[src/rtl/fetch_stage_pkg.sv]
// fetch_stage_pkg
//   Shared definitions for the instruction-fetch stage and the pipeline
//   registers that follow it: fetch FSM state encoding, default reset PC,
//   default bubble instruction and a small PC arithmetic helper.
package fetch_stage_pkg;

  // Fetch FSM states:
  //   ST_REQ   - request for pcF outstanding on the instruction bus
  //   ST_HAVE  - word for pcF captured in the side buffer during a stall
  //   ST_DRAIN - wrong-path request still outstanding after a redirect
  typedef enum logic [1:0] {
    ST_REQ   = 2'd0,
    ST_HAVE  = 2'd1,
    ST_DRAIN = 2'd2
  } fetch_state_e;

  localparam logic [31:0] RESET_PC_DEFAULT  = 32'h0000_0000;
  localparam logic [31:0] NOP_INSTR_DEFAULT = 32'h0000_0000;

  // Sequential PC step; 32-bit modulo so 0xFFFF_FFFC wraps to 0.
  function automatic logic [31:0] pc_plus4(input logic [31:0] pc);
    return pc + 32'd4;
  endfunction

endpackage

[src/rtl/fetch_stage_if.sv]
// fetch_stage_if
//   Instruction-memory request/acknowledge bus.
//   inst_req   : fetch request (master -> slave), held until inst_ack
//   inst_addr  : fetch address, stable while inst_req is high
//   inst_ack   : one-cycle pulse, inst_rdata valid for inst_addr
//   inst_rdata : fetched instruction word
interface fetch_stage_if;
  logic        inst_req;
  logic [31:0] inst_addr;
  logic        inst_ack;
  logic [31:0] inst_rdata;

  modport master (
    output inst_req,
    output inst_addr,
    input  inst_ack,
    input  inst_rdata
  );

  modport slave (
    input  inst_req,
    input  inst_addr,
    output inst_ack,
    output inst_rdata
  );
endinterface

[src/rtl/fetch_stage_if_id_reg.sv]
// if_id_reg
//   Pipeline register holding {instr, pcplus4, valid} between two stages.
//   clk/rst      : clock, synchronous active-high reset
//   en           : load instr_in/pcplus4_in/valid_in
//   clr          : insert a bubble (instr=NOP_INSTR, valid=0, pcplus4 kept);
//                  takes priority over en
//   instr_out, pcplus4_out, valid_out : registered contents
module if_id_reg
  import fetch_stage_pkg::*;
#(
  parameter logic [31:0] NOP_INSTR = NOP_INSTR_DEFAULT
) (
  input  logic        clk,
  input  logic        rst,
  input  logic        en,
  input  logic        clr,
  input  logic [31:0] instr_in,
  input  logic [31:0] pcplus4_in,
  input  logic        valid_in,
  output logic [31:0] instr_out,
  output logic [31:0] pcplus4_out,
  output logic        valid_out
);

  logic [31:0] instr_q, instr_d;
  logic [31:0] pcplus4_q, pcplus4_d;
  logic        valid_q, valid_d;

  // Next-value selection: bubble, load or hold.
  always_comb begin
    instr_d   = instr_q;
    pcplus4_d = pcplus4_q;
    valid_d   = valid_q;
    if (clr) begin
      // A bubble keeps pcplus4 so the register still reflects the last PC.
      instr_d = NOP_INSTR;
      valid_d = 1'b0;
    end else if (en) begin
      instr_d   = instr_in;
      pcplus4_d = pcplus4_in;
      valid_d   = valid_in;
    end else begin
      instr_d   = instr_q;
      pcplus4_d = pcplus4_q;
      valid_d   = valid_q;
    end
  end

  // Register update with synchronous reset.
  always_ff @(posedge clk) begin
    if (rst) begin
      instr_q   <= NOP_INSTR;
      pcplus4_q <= 32'h0000_0000;
      valid_q   <= 1'b0;
    end else begin
      instr_q   <= instr_d;
      pcplus4_q <= pcplus4_d;
      valid_q   <= valid_d;
    end
  end

  assign instr_out   = instr_q;
  assign pcplus4_out = pcplus4_q;
  assign valid_out   = valid_q;

endmodule

[src/rtl/fetch_stage.sv]
// fetch_stage
//   Instruction fetch stage with IF/ID pipeline register. Owns the PC,
//   drives a variable-latency req/ack instruction bus, honours hazard
//   stalls and redirects from decode. Redirects are not delay-slotted:
//   any wrong-path word is dropped and a bubble enters decode.
//   clk, rst          : clock, synchronous active-high reset
//   stallF, stallD    : hazard stalls (always driven equal)
//   pcsrcD, pcbranchD : taken branch and its target (priority over jump)
//   jumpD, pcjumpD    : jump and its target
//   imem              : instruction bus master (req/addr/ack/rdata)
//   pcF               : current fetch PC
//   instrD, pcplus4D, validD : IF/ID register contents
module fetch_stage
  import fetch_stage_pkg::*;
#(
  parameter logic [31:0] RESET_PC  = RESET_PC_DEFAULT,
  parameter logic [31:0] NOP_INSTR = NOP_INSTR_DEFAULT
) (
  input  logic                 clk,
  input  logic                 rst,
  input  logic                 stallF,
  input  logic                 stallD,
  input  logic                 pcsrcD,
  input  logic [31:0]          pcbranchD,
  input  logic                 jumpD,
  input  logic [31:0]          pcjumpD,
  fetch_stage_if.master        imem,
  output logic [31:0]          pcF,
  output logic [31:0]          instrD,
  output logic [31:0]          pcplus4D,
  output logic                 validD
);

  fetch_state_e state_q, state_d;
  logic [31:0]  pc_q, pc_d;
  logic [31:0]  pend_q, pend_d;
  logic [31:0]  word_buf_q, word_buf_d;

  logic         req_s;
  logic         ack_s;
  logic         redirect_s;
  logic [31:0]  target_s;
  logic [31:0]  pc_plus4_s;

  logic         ifid_en_s;
  logic         ifid_clr_s;
  logic [31:0]  ifid_instr_s;

  // The bus is idle only while the word sits in the side buffer, and is
  // forced low during reset so an abandoned request is not re-issued.
  assign req_s          = ~rst & (state_q != ST_HAVE);
  assign imem.inst_req  = req_s;
  assign imem.inst_addr = pc_q;

  // An ack outside a request is ignored.
  assign ack_s      = imem.inst_ack & req_s;
  assign redirect_s = (pcsrcD | jumpD) & ~stallD;
  assign target_s   = pcsrcD ? pcbranchD : pcjumpD;
  assign pc_plus4_s = pc_plus4(pc_q);

  // Fetch FSM next-state, PC update and IF/ID control.
  always_comb begin
    state_d      = state_q;
    pc_d         = pc_q;
    pend_d       = pend_q;
    word_buf_d   = word_buf_q;
    ifid_en_s    = 1'b0;
    ifid_clr_s   = 1'b0;
    ifid_instr_s = imem.inst_rdata;

    case (state_q)
      ST_REQ: begin
        if (redirect_s) begin
          ifid_clr_s = 1'b1;
          if (ack_s) begin
            // Wrong-path word arrived together with the redirect: drop it.
            pc_d    = target_s;
            state_d = ST_REQ;
          end else begin
            // Request cannot be withdrawn; wait for its ack in DRAIN.
            pend_d  = target_s;
            state_d = ST_DRAIN;
          end
        end else if (ack_s) begin
          if (stallF) begin
            // Park the word until decode can accept it.
            word_buf_d = imem.inst_rdata;
            state_d    = ST_HAVE;
          end else begin
            ifid_en_s    = 1'b1;
            ifid_instr_s = imem.inst_rdata;
            pc_d         = pc_plus4_s;
            state_d      = ST_REQ;
          end
        end else begin
          ifid_clr_s = ~stallD;
          state_d    = ST_REQ;
        end
      end

      ST_HAVE: begin
        if (redirect_s) begin
          ifid_clr_s = 1'b1;
          pc_d       = target_s;
          state_d    = ST_REQ;
        end else if (~stallF) begin
          ifid_en_s    = 1'b1;
          ifid_instr_s = word_buf_q;
          pc_d         = pc_plus4_s;
          state_d      = ST_REQ;
        end else begin
          state_d = ST_HAVE;
        end
      end

      ST_DRAIN: begin
        ifid_clr_s = ~stallD;
        if (redirect_s) begin
          pend_d = target_s;
        end else begin
          pend_d = pend_q;
        end
        if (ack_s) begin
          // A redirect in the ack cycle wins over the older pending target.
          pc_d    = redirect_s ? target_s : pend_q;
          state_d = ST_REQ;
        end else begin
          state_d = ST_DRAIN;
        end
      end

      default: begin
        ifid_clr_s = 1'b1;
        state_d    = ST_REQ;
      end
    endcase
  end

  // Fetch state, PC, pending target and side buffer registers.
  always_ff @(posedge clk) begin
    if (rst) begin
      state_q    <= ST_REQ;
      pc_q       <= RESET_PC;
      pend_q     <= 32'h0000_0000;
      word_buf_q <= 32'h0000_0000;
    end else begin
      state_q    <= state_d;
      pc_q       <= pc_d;
      pend_q     <= pend_d;
      word_buf_q <= word_buf_d;
    end
  end

  assign pcF = pc_q;

  if_id_reg #(
    .NOP_INSTR (NOP_INSTR)
  ) u_if_id_reg (
    .clk         (clk),
    .rst         (rst),
    .en          (ifid_en_s),
    .clr         (ifid_clr_s),
    .instr_in    (ifid_instr_s),
    .pcplus4_in  (pc_plus4_s),
    .valid_in    (1'b1),
    .instr_out   (instrD),
    .pcplus4_out (pcplus4D),
    .valid_out   (validD)
  );

endmodule
[src/flat_wrapper.sv]
// flat-port wrapper written by rule: the top's interface ports become plain ports
module fetch_stage_flat import fetch_stage_pkg::*;
#(
  parameter logic [31:0] RESET_PC  = RESET_PC_DEFAULT,
  parameter logic [31:0] NOP_INSTR = NOP_INSTR_DEFAULT
)
  (clk, rst, stallF, stallD, pcsrcD, pcbranchD, jumpD, pcjumpD, pcF, instrD, pcplus4D, validD, imem_inst_req, imem_inst_addr, imem_inst_ack, imem_inst_rdata);
  fetch_stage_if imem_i ();
  input  logic clk;
  input  logic rst;
  input  logic stallF;
  input  logic stallD;
  input  logic pcsrcD;
  input  logic [31:0] pcbranchD;
  input  logic jumpD;
  input  logic [31:0] pcjumpD;
  output logic [31:0] pcF;
  output logic [31:0] instrD;
  output logic [31:0] pcplus4D;
  output logic validD;
  output wire logic [$bits(imem_i.inst_req)-1:0] imem_inst_req;
  output wire logic [$bits(imem_i.inst_addr)-1:0] imem_inst_addr;
  input wire logic [$bits(imem_i.inst_ack)-1:0] imem_inst_ack;
  input wire logic [$bits(imem_i.inst_rdata)-1:0] imem_inst_rdata;
  assign imem_inst_req = imem_i.inst_req;
  assign imem_inst_addr = imem_i.inst_addr;
  assign imem_i.inst_ack = imem_inst_ack;
  assign imem_i.inst_rdata = imem_inst_rdata;
  fetch_stage #(.RESET_PC(RESET_PC), .NOP_INSTR(NOP_INSTR)) u_core (.clk(clk), .rst(rst), .stallF(stallF), .stallD(stallD), .pcsrcD(pcsrcD), .pcbranchD(pcbranchD), .jumpD(jumpD), .pcjumpD(pcjumpD), .imem(imem_i), .pcF(pcF), .instrD(instrD), .pcplus4D(pcplus4D), .validD(validD));
endmodule
[config.mk]
export PLATFORM = sky130hd
export DESIGN_NAME = fetch_stage_flat
export DESIGN_NICKNAME = d
export VERILOG_FILES = /design/src/rtl/fetch_stage_pkg.sv /design/src/rtl/fetch_stage_if.sv /design/src/rtl/fetch_stage_if_id_reg.sv /design/src/rtl/fetch_stage.sv /design/src/flat_wrapper.sv
export SDC_FILE = /design/constraint.sdc
export NUM_CORES = 1
export LEC_CHECK = 0
export BUFFER_PORTS_ARGS = -buffer_cell sky130_fd_sc_hd__buf_4
export CORE_MARGIN = 2
export CORE_UTILIZATION = 47
export CTS_CLUSTER_DIAMETER = 30
export DETAILED_ROUTE_END_ITERATION = 6
export GPL_TIMING_DRIVEN = 1
export HOLD_SLACK_MARGIN = 0.03
export PLACE_DENSITY = 0.82
export SLEW_MARGIN = 20
export SYNTH_ARGS = -nofsm -noshare
export SYNTH_HDL_FRONTEND = slang
export SYNTH_SLANG_ARGS = --single-unit
export TNS_END_PERCENT = 5
[constraint.sdc]
create_clock -name clk -period 2.07 [get_ports clk]
set_input_delay 0.414 -clock clk [delete_from_list [all_inputs] [get_ports clk]]
set_output_delay 0.414 -clock clk [all_outputs]
set_load 0.02 [all_outputs]
==> qor.yml, run 1 <==
status: "finished with violations"
violations: "DRC"
cts_hold_repair.buffers: 0
crit_end: "u_core.imem.inst_addr[24]$_SDFFE_PP0P_"
crit_buf_inv: 2
gp_congestion: 0.884
tritoncts: "done"
area_growth_pct: 34.6
clk_pin_slew_worst_paths_ns: 0.06
maxCapViolCount: 0
slew_headroom_pct: 53.8
clock-skew-final_ns: 0.00520
instances_no_fill: 1390
synth_edf_count: 0
syn_area_um2: 7990
synth_ff_type: "dfxtp_1"
yosys_warnings: 0
tightestPinTransition_ns: 0.690
die-width_um: 134
drt_first_pass_iters: 7
dr.first_iter.drc_count: 638
post-dp-hpwl_um: 16200
seqPwrFrac_pct: 41.9
grt.total_usage_pct: 25.3
place_worst_setup_slack_ns: 0.0612
netlist_instances: 961
grt_pass1_vias: 7280
start_kind: "flip-flop"
netlist-cell-type-count: 57
rsz0062_at_grt: "false"
hold_start: "imem_inst_ack"
synth_area_leader_cell: "dfxtp_1"
cp.required_ns: 2.43
critical-path-slowest-cell: "or3_1"
dp_cells: 1356
synthTopCellsByArea: "dfxtp_1 41%, mux2i_1 8.8%, a211oi_1 8.6%, nor2_1 5.7%, nand2_1 4.9%"
worst_path_most_repeated_cell: "buf_4"
ant_nets: 0
numCtsBuffers: 17
swShare_pct: 26.7
rrSetupSlack_ns: 0.12
port_buffers: 232
route.detailed.drc: 3
p_per_area_nw_per_um2: 759
crit_type: "flip-flop to flip-flop"
crit_family: "simple AND/OR/NAND/NOR gates"
hold_viol: 0
grt_pass1_wl_um: 36700
overflow: 0
cts_sinks: 163
num_vias: 7790
worstPathArrival_ns: 2.31
ff2ff_path_depth: 8
routed_wl_um: 23100
fin_setup_tns_ns: 0
power_mw: 8.16
clkPwrFrac_pct: 41.2
yosysSeqAreaShare_pct: 40.9
io_pins: 233
crit_cells: 8
max_clock_freq_mhz: 512
crit_chain: "ha_1 > nand3_4 > nor4_4 > buf_4 > buf_4 > nand3_1 > or3_1 > a31oi_1"
antenna_found_initial: 0
p_sw_mw: 2.17
hold_class: "input port to flip-flop"
fin_crit_ns: 1.95
routed_via_density: 5.60
p_leak_nw: 4.51
r2r-end: "u_core.imem.inst_addr[24]$_SDFFE_PP0P_"
drive_above_1_share_pct: 29.9
critPathLaunch: "u_core.imem.inst_addr[2]$_SDFFE_PP0P_"
setup_viol: 0
r2r-start: "u_core.imem.inst_addr[2]$_SDFFE_PP0P_"
ys_seq_elements: 163
synth_top_area_share_pct: 40.9
crit_path_max_fanout: 4
diodes: 0
nNetsFinal: 1261
h-tree-depth: 4
cts_root_buf: "clkbuf_16"
clk_latency_ns: 0.43
wl_per_cell_um: 16.6
pwr-share-comb_pct: 16.9
cp-end-kind: "flip-flop"
p_int_mw: 5.98
slew_violations: 0
row_count: 47
die-area_um2: 18100
finalCritPeriodShare_pct: 94.3
vdd_ir_drop_max_mv: 0.660
avgSynthCellArea_um2: 8.31
initial_utilization_pct: 48.2
fin_ws_ns: 0.118
async_reset_ff_share_pct: 0
cts_buffer_depth: 2
core_um2: 16600
dieHeight_um: 134
grt_max_degree: 61
syn_nets: 1065
max_stage_delay_ns: 0.36
per-layer routing:
| metal | vias up | GRT usage [%] | routed length (um) |
|---|---|---|---|
| met3 | 55 | 5.63 | 1700 |
| li1 | 3783 | - | - |
| met1 | 3611 | 32.6 | 9720 |
| met5 | - | 0 | 0 |
| met4 | 0 | 10.8 | 716 |
| met2 | 341 | 41.0 | 10900 |
flip-flops by register name (all words and copies together) (netlist names):
register	cells
u_core.u_if_id_reg.valid_out	1
u_core.pend_q	32
u_core.u_if_id_reg.pcplus4_out	32
u_core.u_if_id_reg.instr_out	32
u_core.state_q	2
u_core.imem.inst_addr	32
u_core.word_buf_q	32
cell families after synthesis:
logic type | count (synthesis) | share of synthesized area [%]
and+or+nand+nor | 329 | 19.5
AOI/OAI and AO/OA | 247 | 19.9
DFF | 163 | 40.9
buffers and inverters | 124 | 7.80
muxes | 70 | 8.77
xor gates and xnor gates | 27 | 2.96
adders and majority gates | 1 | 0.157
area by class of cell:
type	instances	area (um^2)
inverters	8	30.0
multi-input cells	674	4170
clock buffers	19	453
flip-flops and latches	163	3270
repair buffers	293	2370
well taps	220	275
fillers	1366	5840
clock inverters	13	183
power by group through the flow:
stage               clock, mW  sequential [mW]  combinational [mW]
global placement            0             3.47                1.34
floorplan                   0             3.57               0.692
detailed placement          0             3.48                1.36
global route             3.52             3.43                1.49
finish                   3.36             3.42                1.38
CTS                      3.40             3.41                1.37
how the worst min path moves through the flow:
stage | to | slack [ns] | cells after the start
6_report | u_core.state_q[1]$_SDFF_PP0_ | 0.18 | 2
5_1_grt | u_core.state_q[1]$_SDFF_PP0_ | 0.18 | 2
4_1_cts | u_core.state_q[1]$_SDFF_PP0_ | 0.17 | 2
3_5_place_dp | u_core.word_buf_q[17]$_SDFFE_PP0P_ | 0.45 | 2
3_3_place_gp | u_core.word_buf_q[19]$_SDFFE_PP0P_ | 0.44 | 2
2_1_floorplan | u_core.word_buf_q[0]$_SDFFE_PP0P_ | 0.44 | 2
repair_timing:
action	CTS	global route
gates resized for setup	0	2
buffers inserted	0	2
endpoints found under the setup margin	0	3
synth_stat cells (5+ instances only):
library cell,n
o32ai_1,6
a211oi_1,92
nand4_1,6
mux2i_1,70
nor2_1,122
nand3_1,40
clkbuf_1,47
inv_1,8
buf_4,34
a21oi_1,59
nor3_1,8
nand2_1,104
xor2_1,13
a31oi_1,15
xnor2_1,14
dfxtp_1,163
nor3b_1,5
or3_1,8
buf_2,23
o211ai_1,10
o21ai_0,46
buf_1,11
worst reg2reg max path, delay by kind of cell (launching register included):
kind	cells	cell delay, ns
DFF	1	0.33
and+or+nand+nor	4	0.88
buffers and inverters	2	0.31
AOI/OAI and AO/OA	1	0.16
adders and majority gates	1	0.21
placed cells by master (no fill, tap or decap), types with 10 or more instances in the layout:
master,n
o211ai_1,10
buf_4,279
clkbuf_16,17
o21ai_0,46
a21oi_1,59
a211oi_1,92
xor2_1,13
buf_12,14
xnor2_1,14
dfxtp_1,161
nor2_1,121
mux2i_1,70
nand2_1,104
nand3_1,39
a31oi_1,15
through the flow:
step / hold slack, ns / util (%) / area, um^2
6_report: 0.182 / 64.8 / 10700
5_1_grt: 0.182 / 64.8 / 10700
4_1_cts: 0.167 / 64.6 / 10700
3_5_place_dp: 0.446 / 60.8 / 10100
3_3_place_gp: 0.440 / 60.8 / 10100
2_1_floorplan: 0.436 / - / 7990
No activity file was read; power rests on OpenSTA's default activity.
==> inputs of run 2 (changes only) <==
--- a/config.mk
+++ b/config.mk
@@ -5,14 +5,15 @@
 export SDC_FILE = /design/constraint.sdc
 export NUM_CORES = 1
 export LEC_CHECK = 0
+export ABC_AREA = 1
 export BUFFER_PORTS_ARGS = -buffer_cell sky130_fd_sc_hd__buf_4
 export CORE_MARGIN = 2
-export CORE_UTILIZATION = 47
+export CORE_UTILIZATION = 48
 export CTS_CLUSTER_DIAMETER = 30
 export DETAILED_ROUTE_END_ITERATION = 6
 export GPL_TIMING_DRIVEN = 1
 export HOLD_SLACK_MARGIN = 0.03
-export PLACE_DENSITY = 0.82
+export PLACE_DENSITY = 0.83
 export SLEW_MARGIN = 20
 export SYNTH_ARGS = -nofsm -noshare
 export SYNTH_HDL_FRONTEND = slang
==> run 2 against run 1 <==
The flow now finishes without violations. Clock power shrank 6.5%. Synthesized cell count grew 41%. Non-clock buffer count shrank 36. Register-to-register slack gained 0.07 ns. Critical path type unchanged. Hold slack gained 0.16 ns. Synthesized area grew 7.7%. Power shrank 0.77%. Critical path depth is the same. Highest routed layer unchanged. Clock-buffer cell count shrank 1. Clock skew grew 0.0047 ns. Wire length grew 6.8%.
==> qor.yml, run 2 <==
status: "complete, no violations"
antenna_found_initial: 0
vdd_ir_drop_max_mv: 0.648
row_count: 48
cts_root_buf: "clkbuf_16"
yosysMostFrequentCell: "nand2_1"
diodes: 0
routed_via_density: 5.17
dr.first_iter.drc_count: 737
synth_area_leader_cell: "dfxtp_1"
crit_path_max_fanout: 5
h-tree-depth: 4
max_clock_freq_mhz: 532
grt_pass1_wl_um: 38700
overflow: 0
hold_class: "input port to flip-flop"
grt_pass1_vias: 8115
die-area_um2: 19000
die-width_um: 138
cp-end-kind: "flip-flop"
finalCritPeriodShare_pct: 90.8
num_vias: 9072
synth_compound_area_share_pct: 20.1
clk_pin_slew_worst_paths_ns: 0.07
cts_buffer_depth: 2
netlist_instances: 1353
io_pins: 233
utilization_pct: 62.4
synth_edf_count: 0
gp_congestion: 0.901
crit_type: "flip-flop to flip-flop"
muxShareOfSynthArea_pct: 0
syn_nets: 1457
yosysSeqAreaShare_pct: 37.9
synth_top_area_share_pct: 37.9
setup_viol: 0
mostFrequentLayoutCell: "nand2_1"
p_per_area_nw_per_um2: 745
fin_setup_tns_ns: 0
synth_ff_type: "dfxtp_1"
mostFrequentLayoutCells: "429 x nand2_1, 250 x buf_4, 179 x o21ai_0"
initial_utilization_pct: 49.4
p_leak_nw: 4.89
rsz0062_at_grt: "false"
clk_latency_ns: 0.44
slew_headroom_pct: 66.3
fin_crit_ns: 1.88
route.detailed.drc: 0
cts_hold_repair.buffers: 0
start_kind: "flip-flop"
numCtsBuffers: 17
post-dp-hpwl_um: 17400
grt.total_usage_pct: 25.5
netlist-cell-type-count: 31
cts_sinks: 163
synthTopCellsByCount: "429 x nand2_1, 179 x o21ai_0, 163 x dfxtp_1, 136 x a21oi_1, 127 x nor2_1"
nNetsFinal: 1620
synth_xor_area_share_pct: 1.43
ys_seq_elements: 163
wl_per_cell_um: 14.1
ant_nets: 0
tightestPinTransition_ns: 0.506
slew_violations: 0
cp.required_ns: 2.44
syn_area_um2: 8600
port_buffers: 232
async_reset_ff_share_pct: 0
worstPathArrival_ns: 2.25
yosys.area_share.simple_pct: 27.9
synthTopCellsByArea: "dfxtp_1 38%, nand2_1 19%, o21ai_0 10%, a21oi_1 7.9%, nor2_1 5.5%"
postCtsSetupRepairBufs: 0
maxCapViolCount: 0
drive_above_1_share_pct: 20.5
hold_viol: 0
clock-skew-final_ns: 0.00986
synth-adder-area-share_pct: 0.145
yosys_warnings: 0
area_growth_pct: 26.3
synth_top_family_by_area: "simple AND/OR/NAND/NOR gates"
core_um2: 17400
drt_first_pass_iters: 5
fin_ws_ns: 0.190
place_worst_setup_slack_ns: 0.0529
hold_ws_ns: 0.338
avgSynthCellArea_um2: 6.36
dieHeight_um: 138
grt_max_degree: 108
routed_wl_um: 24600
tritoncts: "done"
## run 2: what timing repair did
action | 4_1_cts | 5_1_grt
endpoints found under the setup margin | 0 | 10
gates resized for setup | 0 | 3
hold endpoints to repair | 0 | 0
## run 2: area by class of cell
cell class / count / area (um^2)
well taps: 225 / 282
fillers: 1600 / 6550
repair buffers: 257 / 2020
inverters: 118 / 444
clock inverters: 14 / 140
multi-input cells: 959 / 4280
flip-flops and latches: 163 / 3260
clock buffers: 18 / 439
## run 2: worst max-delay path: stages (launching register included)
cell and delay [ns]:
dfxtp_1 0.40, ha_1 0.21, nand2_1 0.07, nor2_2 0.21, nand2_1 0.22, nor2_2 0.21, xor2_1 0.28, nand2_1 0.09
a21oi_1 0.13
## run 2: per-layer routing
layer / track usage [%] / up-vias / routed length [um]
met4: 7.94 / 0 / 424
met3: 5.41 / 36 / 2030
li1: - / 4589 / -
met2: 42.9 / 364 / 11700
met1: 32.8 / 4083 / 10500
met5: 0 / - / 0
## run 2: cells by family after synthesis
| group | after synthesis |
|---|---|
| AO/OA/AOI/OAI | 346 |
| adder cells (fa/ha/maj) | 1 |
| AND/OR/NAND/NOR | 598 |
| XOR/XNOR | 14 |
| buffers and inverters | 231 |
| flip-flops | 163 |
## run 2: through the flow
stage / instances / power [mW] / instance area, um^2
6_report: 1754 / 8.09 / 10900
5_1_grt: 1754 / 8.42 / 10900
4_1_cts: 1754 / 8.11 / 10900
3_5_place_dp: 1722 / 5.00 / 10300
3_3_place_gp: 1722 / 4.97 / 10300
2_1_floorplan: 1353 / 4.45 / 8600
## run 2: worst paths after layout
kind	start	endpoint	slack [ns]	depth (start not counted)
worst max-delay path	u_core.imem.inst_addr[3]$_SDFFE_PP0P_	u_core.imem.inst_addr[14]$_SDFFE_PP0P_	0.19	8
worst min-delay path	imem_inst_rdata[18]	u_core.u_if_id_reg.instr_out[18]$_SDFFE_PP0P_	0.34	5
worst max register to register	u_core.imem.inst_addr[3]$_SDFFE_PP0P_	u_core.imem.inst_addr[14]$_SDFFE_PP0P_	0.19	8
worst min register to register	u_core.word_buf_q[1]$_SDFFE_PP0P_	u_core.word_buf_q[1]$_SDFFE_PP0P_	0.45	2
## run 2: where the power goes
part           internal (mW)  switching [mW]
registers               3.32           0.148
clock network           1.73            1.42
logic                  0.585           0.898
total                   5.63            2.46
==> inputs of run 3 (changes only) <==
--- a/config.mk
+++ b/config.mk
@@ -8,12 +8,12 @@
 export ABC_AREA = 1
 export BUFFER_PORTS_ARGS = -buffer_cell sky130_fd_sc_hd__buf_4
 export CORE_MARGIN = 2
-export CORE_UTILIZATION = 48
+export CORE_UTILIZATION = 45
 export CTS_CLUSTER_DIAMETER = 30
 export DETAILED_ROUTE_END_ITERATION = 6
 export GPL_TIMING_DRIVEN = 1
 export HOLD_SLACK_MARGIN = 0.03
-export PLACE_DENSITY = 0.83
+export PLACE_DENSITY = 0.79
 export SLEW_MARGIN = 20
 export SYNTH_ARGS = -nofsm -noshare
 export SYNTH_HDL_FRONTEND = slang
==> run 3 against run 2 <==
Combinational power rose by 3%. Largest cell class unchanged. Largest power group is now clock. Maximum frequency fell by 3.7%. Hold slack better by 0.016 ns. Via count down 0.61%. Setup slack worse by 0.072 ns.
==> qor.yml, run 3 (synthesis results as in run 2) <==
maxCapViolCount: 0
h-tree-depth: 4
mostFrequentLayoutCell: "nand2_1"
seqPwrFrac_pct: 40.8
drive_above_1_share_pct: 20.9
hold_class: "input port to flip-flop"
tightestPinTransition_ns: 0.469
p_int_mw: 6.11
finalCritPeriodShare_pct: 94.3
numCtsBuffers: 17
vdd_ir_drop_max_mv: 0.539
cp-end-kind: "flip-flop"
cts_hold_repair.buffers: 0
pwr-share-comb_pct: 18.1
grt_pass1_wl_um: 40000
cp.required_ns: 2.39
initial_utilization_pct: 46.0
p_per_area_nw_per_um2: 766
cts_root_buf: "clkbuf_16"
clk_latency_ns: 0.42
route.detailed.drc: 0
max_clock_freq_mhz: 512
power_mw: 8.47
crit_path_max_fanout: 6
tritoncts: "done"
port_buffers: 232
worstPathArrival_ns: 2.27
slew_violations: 0
ant_nets: 0
dieHeight_um: 142
mostFrequentLayoutCells: "428 x nand2_1, 258 x buf_4, 179 x o21ai_0"
hold_viol: 0
fin_setup_tns_ns: 0
swShare_pct: 27.8
routed_wl_um: 25300
start_kind: "flip-flop"
postCtsSetupRepairBufs: 0
dr.first_iter.drc_count: 710
p_sw_mw: 2.35
row_count: 50
fin_crit_ns: 1.95
p_leak_nw: 4.97
grt_pass1_vias: 8170
die-width_um: 142
fillers: 1788
rrSetupSlack_ns: 0.12
overflow: 0
post_cts_resized: 0
die-area_um2: 20200
fin_ws_ns: 0.117
core_um2: 18700
nNetsFinal: 1630
clkPwrFrac_pct: 41.1
status: "complete, no violations"
slew_headroom_pct: 68.6
crit_type: "flip-flop to flip-flop"
clk_pin_slew_worst_paths_ns: 0.07
gp_congestion: 0.904
setup_viol: 0
num_vias: 9017
cts_sinks: 163
cts_buffer_depth: 2
drt_first_pass_iters: 5
io_pins: 233
clock-skew-final_ns: 0.00803
wl_per_cell_um: 14.3
rsz0062_at_grt: "true"
post-dp-hpwl_um: 18200
routed_via_density: 5.09
antenna_found_initial: 0
multi_input_area_um2: 4290
register_area_um2: 3260
utilization_pct: 59.1
grt.total_usage_pct: 24.5
hold_ws_ns: 0.355
area_growth_pct: 28.4
grt_max_degree: 108
place_worst_setup_slack_ns: 0.145
diodes: 0
run 3: cell types whose count changed in the layout (fill, tap and decap cells not counted), sizes merged:
cell / delta
buf: +10
inv: -7
clkbuf: +3
clkinvlp: +1
clkinv: -1
bufinv: +4
run 3: layer usage:
metal  GRT usage, %  part of all wire, %  up-vias
met5              0                    0        -
met4           7.63                  1.8        0
met3           5.96                  8.4       31
met2           40.4                   47      358
met1           31.8                   43     4024
li1               -                    -     4604
run 3: critical path, stage by stage (launching register included):
cell and delay (ns):
dfxtp_1 0.44, ha_1 0.24, nand2_1 0.08, nor2_2 0.23
nand2_1 0.16, nor2_1 0.25, nand2_1 0.09, nand2_1 0.06
nand2_1 0.10, o21ai_1 0.14, inv_1 0.05
run 3: stage by stage:
step                      cells  area, um^2
after floorplan            1353        8600
after global placement     1741       10400
after detailed placement   1741       10400
after CTS                  1773       11000
after global routing       1773       11000
final                      1773       11000
run 3: cell type report:
| cell class | count | area share (%) |
|---|---|---|
| repair buffers | 267 | 19.1 |
| clock buffers | 21 | 4.08 |
| clock inverters | 11 | 1.81 |
| flip-flops and latches | 163 | 29.5 |
| inverters | 118 | 4.02 |
| well taps | 234 | 2.65 |
| multi-input cells | 959 | 38.8 |
run 3: power by group through the flow:
stage	Combinational, mW	Clock (mW)	Sequential (mW)
2_1_floorplan	0.859	0	3.59
3_3_place_gp	1.50	0	3.52
3_5_place_dp	1.52	0	3.52
4_1_cts	1.53	3.53	3.45
5_1_grt	1.69	3.66	3.47
6_report	1.53	3.48	3.45
run 3: path summary, 6_finish.rpt:
check,startpoint,end,depth (start not counted)
max,u_core.imem.inst_addr[2]$_SDFFE_PP0P_,u_core.u_if_id_reg.pcplus4_out[24]$_SDFFE_PP0P_,10
min,imem_inst_rdata[10],u_core.u_if_id_reg.instr_out[10]$_SDFFE_PP0P_,5
max reg2reg,u_core.imem.inst_addr[2]$_SDFFE_PP0P_,u_core.u_if_id_reg.pcplus4_out[24]$_SDFFE_PP0P_,10
min reg2reg,u_core.pend_q[6]$_SDFFE_PP0P_,u_core.pend_q[6]$_SDFFE_PP0P_,2
